**config.mk**
```make
export PLATFORM = sky130hd
export DESIGN_NAME = audio_frame_buffer
export DESIGN_NICKNAME = d
export VERILOG_FILES = /design/src/rtl/audio_frame_buffer.sv
export SDC_FILE = /design/constraint.sdc
export NUM_CORES = 1
export LEC_CHECK = 0
export BUFFER_PORTS_ARGS = -buffer_cell sky130_fd_sc_hd__buf_4
export CAP_MARGIN = 20
export CORE_UTILIZATION = 64
export CTS_BUF_LIST = sky130_fd_sc_hd__clkbuf_8
export DETAILED_ROUTE_END_ITERATION = 8
export GPL_ROUTABILITY_DRIVEN = 0
export PLACE_DENSITY = 0.88
export SLEW_MARGIN = 20
export SYNTH_ARGS = -nofsm -noshare
export SYNTH_HDL_FRONTEND = slang
export SYNTH_SLANG_ARGS = --single-unit
```
**constraint.sdc**
```tcl
create_clock -name i_clk -period 3.44 [get_ports i_clk]
set_input_delay 0.688 -clock i_clk [delete_from_list [all_inputs] [get_ports i_clk]]
set_output_delay 0.688 -clock i_clk [all_outputs]
set_load 0.05 [all_outputs]
```
**src/rtl/audio_frame_buffer.sv**
```systemverilog
// Collects decimated 24-bit audio samples into a 16-sample frame and hands the
// frame to the downstream FFT when it reports idle. Samples that arrive while a frame is waiting are dropped and counted.
module audio_frame_buffer #(
    parameter int unsigned DECIMATE = 1,
    parameter int unsigned DROP_W   = 8,
    parameter int unsigned GUARD    = 2
) (
    input  logic              i_clk,
    input  logic              i_reset_n,
    input  logic              i_sample_valid,
    input  logic [23:0]       i_sample,
    input  logic              i_fft_done,
    output logic [23:0]       o_t0,
    output logic [23:0]       o_t1,
    output logic [23:0]       o_t2,
    output logic [23:0]       o_t3,
    output logic [23:0]       o_t4,
    output logic [23:0]       o_t5,
    output logic [23:0]       o_t6,
    output logic [23:0]       o_t7,
    output logic [23:0]       o_t8,
    output logic [23:0]       o_t9,
    output logic [23:0]       o_t10,
    output logic [23:0]       o_t11,
    output logic [23:0]       o_t12,
    output logic [23:0]       o_t13,
    output logic [23:0]       o_t14,
    output logic [23:0]       o_t15,
    output logic              o_new_t,
    output logic              o_frame_busy,
    output logic              o_overrun,
    output logic [DROP_W-1:0] o_drop_cnt
);

    localparam int unsigned SAMPLE_W = 24;
    localparam int unsigned N_SAMP   = 16;
    localparam int unsigned IDX_W    = 4;
    localparam int unsigned DEC_W    = 8;
    localparam int unsigned GRD_W    = $clog2(GUARD + 1);

    typedef enum logic [0:0] {
        S_FILL = 1'b0,
        S_FULL = 1'b1
    } state_t;

    state_t              r_state;
    state_t              w_state_nxt;
    logic [IDX_W-1:0]    r_wr_idx;
    logic [IDX_W-1:0]    w_wr_idx_nxt;
    logic [DEC_W-1:0]    r_decim_cnt;
    logic [GRD_W-1:0]    r_guard_cnt;
    logic [SAMPLE_W-1:0] r_cap [N_SAMP];
    logic [SAMPLE_W-1:0] r_t   [N_SAMP];
    logic                r_new_t;
    logic                r_frame_busy;
    logic                r_overrun;
    logic [DROP_W-1:0]   r_drop_cnt;

    logic                w_accept;
    logic                w_issue;
    logic                w_cap_we;
    logic                w_drop;

    assign w_accept = i_sample_valid && (r_decim_cnt == '0);

    // State register
    always_ff @(posedge i_clk or negedge i_reset_n) begin
        if (!i_reset_n) begin
            r_state <= S_FILL;
        end else begin
            r_state <= w_state_nxt;
        end
    end

    // Next state, capture write enable, issue and drop decisions
    always_comb begin
        w_state_nxt  = r_state;
        w_wr_idx_nxt = r_wr_idx;
        w_issue      = 1'b0;
        w_cap_we     = 1'b0;
        w_drop       = 1'b0;
        case (r_state)
            S_FILL: begin
                if (w_accept) begin
                    w_cap_we = 1'b1;
                    if (r_wr_idx == IDX_W'(N_SAMP - 1)) begin
                        w_state_nxt  = S_FULL;
                        w_wr_idx_nxt = '0;
                    end else begin
                        w_wr_idx_nxt = r_wr_idx + IDX_W'(1);
                    end
                end
            end
            S_FULL: begin
                if (i_fft_done && (r_guard_cnt == '0)) begin
                    w_issue     = 1'b1;
                    w_state_nxt = S_FILL;
                    // wr_idx is 0 here, so a coincident sample opens the next frame
                    if (w_accept) begin
                        w_cap_we     = 1'b1;
                        w_wr_idx_nxt = IDX_W'(1);
                    end
                end else if (w_accept) begin
                    w_drop = 1'b1;
                end
            end
            default: begin
                w_state_nxt = S_FILL;
            end
        endcase
    end

    // Control counters and status flags
    always_ff @(posedge i_clk or negedge i_reset_n) begin
        if (!i_reset_n) begin
            r_wr_idx     <= '0;
            r_decim_cnt  <= '0;
            r_guard_cnt  <= '0;
            r_new_t      <= 1'b0;
            r_frame_busy <= 1'b0;
            r_overrun    <= 1'b0;
            r_drop_cnt   <= '0;
        end else begin
            r_wr_idx     <= w_wr_idx_nxt;
            r_new_t      <= w_issue;
            r_frame_busy <= (w_state_nxt == S_FULL);
            if (i_sample_valid) begin
                r_decim_cnt <= (r_decim_cnt == DEC_W'(DECIMATE - 1)) ? '0
                                                                     : r_decim_cnt + DEC_W'(1);
            end
            // Guard masks the stale fft_done still high right after an issue
            if (w_issue) begin
                r_guard_cnt <= GRD_W'(GUARD);
            end else if (r_guard_cnt != '0) begin
                r_guard_cnt <= r_guard_cnt - GRD_W'(1);
            end
            if (w_drop) begin
                r_overrun <= 1'b1;
                if (r_drop_cnt != '1) begin
                    r_drop_cnt <= r_drop_cnt + DROP_W'(1);
                end
            end
        end
    end

    // Capture buffer and presented frame
    always_ff @(posedge i_clk or negedge i_reset_n) begin
        if (!i_reset_n) begin
            for (int k = 0; k < int'(N_SAMP); k++) begin
                r_cap[k] <= '0;
                r_t[k]   <= '0;
            end
        end else begin
            if (w_cap_we) begin
                r_cap[r_wr_idx] <= i_sample;
            end
            if (w_issue) begin
                for (int k = 0; k < int'(N_SAMP); k++) begin
                    r_t[k] <= r_cap[k];
                end
            end
        end
    end

    assign o_t0         = r_t[0];
    assign o_t1         = r_t[1];
    assign o_t2         = r_t[2];
    assign o_t3         = r_t[3];
    assign o_t4         = r_t[4];
    assign o_t5         = r_t[5];
    assign o_t6         = r_t[6];
    assign o_t7         = r_t[7];
    assign o_t8         = r_t[8];
    assign o_t9         = r_t[9];
    assign o_t10        = r_t[10];
    assign o_t11        = r_t[11];
    assign o_t12        = r_t[12];
    assign o_t13        = r_t[13];
    assign o_t14        = r_t[14];
    assign o_t15        = r_t[15];
    assign o_new_t      = r_new_t;
    assign o_frame_busy = r_frame_busy;
    assign o_overrun    = r_overrun;
    assign o_drop_cnt   = r_drop_cnt;

endmodule

```
==> out/results.ini <==
[min_path]
min_path_type = in -> reg

[layout]
layout.nets = 3064
nFillCells = 2515
final_layout_size_suffix_gt1_share_pct = 33.9
diodes = 0
syn_to_final_growth_pct = 21.5
finalNonFillerCells = 3733

[synth]
yosysMostFrequentCell = nand2_1
ys_types = 41
synth_top_area_share_pct = 65.6
synth_fp_nets = 2627
synth_flop_cell = dfrtp_1
ys_warn_count = 0
synth_compound_area_share_pct = 0.348
netlist_top_cells_count = 1166 x nand2_1, 793 x dfrtp_1, 326 x mux2_2, 110 x clkbuf_1, 60 x mux2_4
synthXorXnorAreaFrac_pct = 0.290
synth-seq-cells = 793
synthMuxAreaShare_pct = 15.2
synth.area.top_cells = dfrtp_1 66%, nand2_1 14%, mux2_2 12%
synth.avg_cell_area_um2 = 11.7
synth_cells = 2591
synth_edf_count = 0
yosys.area_share.simple_pct = 15.8
synth_top_family_by_area = simple AND/OR/NAND/NOR gates
syn_area_um2 = 30200
synthArstFlopShare_pct = 100
synth_fa_ha_area_share_pct = 0.331
yosys.area.top_type = dfrtp_1
yosysSeqAreaShare_pct = 65.6

[routing]
viasPerCell = 5.79
firstDrtPassIters = 7
wl_per_cell_um = 22.2
num_vias = 21600
drc_errors = 0
ant_nets = 0
finalWirelength_um = 82900
dr.first_iter.drc_count = 2128

[floorplan]
coreArea_um2 = 46600
die-width_um = 219
start_util_pct = 64.9
ios = 423
rows = 79
die_h_um = 219
dieArea_um2 = 48100

[sta]
period_minus_slack_ns = 2.98
worst_pin_slew_ns = 1.01
max_slew_margin_pct = 32.7
setup_viol = 0
holdWs_ns = 0.270
rsz0062_at_grt = no
setup_ws_ns = 0.462
tns_ns = 0
clock_skew_ns = 0.0302
fin_crit_sh_pct = 86.6
timing.fmax_mhz = 336
hold_viol = 0
slew_violations = 0

[grt]
grt_max_degree = 205
grt_pass1_vias = 22300
grt_pass1_wl_um = 127000
antenna_found_initial = 1
grt_use_total_pct = 35.2
grt_remaining_overflow = 0

[clocking]
clk_pin_slew_ns = 0.06
cts_max_level = 3
cts_sinks = 793
postCtsResizedCells = 0
cts_tree = yes
cts_buffers = 115
root_buffer = clkbuf_8
clk_path_buf_depth = 3
insertion_delay_ns = 0.73

[outcome]
status = completed

[job]
max-cap-violations = 0

[critical_path]
arrival_ns = 3.58
cp_max_fo = 24
required_ns = 4.04
end_kind = register
path_class = reg -> reg
cp-start-kind = register

[placement]
io_buffers = 422
dp_cells = 3517
preCtsSetupSlack_ns = 0.488
dp.final_hpwl_um = 50400

[power]
ir_drop_mv = 0.422
power_density_nw_per_um2 = 492
p_leak_nw = 21.1

kinds of logic after synthesis:
family | after synthesis
muxes | 387
DFF | 793
buffers and inverters | 160
and+or+nand+nor | 1216
xor gates and xnor gates | 10
adders and majority gates | 8
AOI/OAI and AO/OA | 17
path summary, 6_finish.rpt:
check | end | cells past startpoint | from | slack, ns
max reg2reg | r_cap[328]$_DFFE_PN0P_ | 6 | r_decim_cnt[0]$_DFFE_PN0P_ | 0.46
max | r_cap[328]$_DFFE_PN0P_ | 6 | r_decim_cnt[0]$_DFFE_PN0P_ | 0.46
max in group asynchronous | r_cap[57]$_DFFE_PN0P_ | 4 | i_reset_n | 1.80
min reg2reg | o_t15[7]$_DFFE_PN0P_ | 2 | r_cap[7]$_DFFE_PN0P_ | 0.44
min | r_decim_cnt[0]$_DFFE_PN0P_ | 2 | i_sample_valid | 0.27
min in group asynchronous | o_t7[20]$_DFFE_PN0P_ | 2 | i_reset_n | 0.56
worst max-delay path: stages, from the launching register on:
cell     delay, ns
dfrtp_1       0.38
inv_1         0.11
ha_1          0.15
nor3b_2       0.37
nand3_4       0.26
or4_2         1.13
mux2_4        0.45
cell type report:
type	instances	area, um^2	area share [%]
repair buffers	470	3750	10.2
inverters	10	45.0	0.123
multi-input cells	1638	9750	26.6
well taps	607	759	2.07
clock buffers	149	2050	5.58
flip-flops and latches	793	19800	54.0
clock inverters	66	531	1.44
metrics by stage:
stage	power, W	utilization [%]	area [um^2]
after floorplan	0.00966	-	30200
after global placement	0.0100	73.3	34100
after detailed placement	0.0100	73.3	34100
after CTS	0.0182	78.9	36700
after global routing	0.0186	78.9	36700
final	0.0181	78.9	36700
cells in the final DEF, fill, tap and decap left out, drive strengths merged, types with 4 or more instances in the layout:
cell type / Yosys / final
bufinv: 0 / 9
nand2: 1166 / 1166
nor3: 14 / 14
ha: 8 / 8
xor2: 5 / 5
buf: 40 / 469
nand3: 9 / 9
clkinv: 0 / 18
mux2: 386 / 386
xnor2: 5 / 5
inv: 10 / 44
nand2b: 5 / 5
nand4: 4 / 4
dfrtp: 793 / 793
o21ai: 8 / 8
clkinvlp: 0 / 5
clkbuf: 110 / 149
repair_timing:
item | in CTS | in global routing
hold buffers | 1 | 0
hold endpoints to repair | 69 | 0
setup buffers | 0 | 0
power breakdown:
part,total [W],switching (W),internal [W]
clock network,0.00821,0.00365,0.00456
registers,0.00941,0.0000489,0.00936
logic,0.000449,0.000352,0.0000970
total,0.0181,0.00405,0.0140
state kept, by name, summed over array words and instances (netlist names), 24 cells and up:
register,flops
o_t1,24
o_t10,24
o_t11,24
o_t0,24
o_t14,24
o_t13,24
o_t3,24
o_t8,24
o_t6,24
o_t7,24
o_t12,24
r_cap,384
o_t5,24
o_t4,24
o_t2,24
o_t15,24
o_t9,24
routing by layer:
| layer | vias up | GRT usage (%) | wire [um] |
|---|---|---|---|
| met2 | 1076 | 54.8 | 40000 |
| met3 | 322 | 6.92 | 5970 |
| met1 | 11100 | 45.4 | 31600 |
| li1 | 9152 | - | - |
| met4 | 0 | 23.1 | 5340 |
| met5 | - | 0 | 0 |
(Power assumes the default switching activity.)
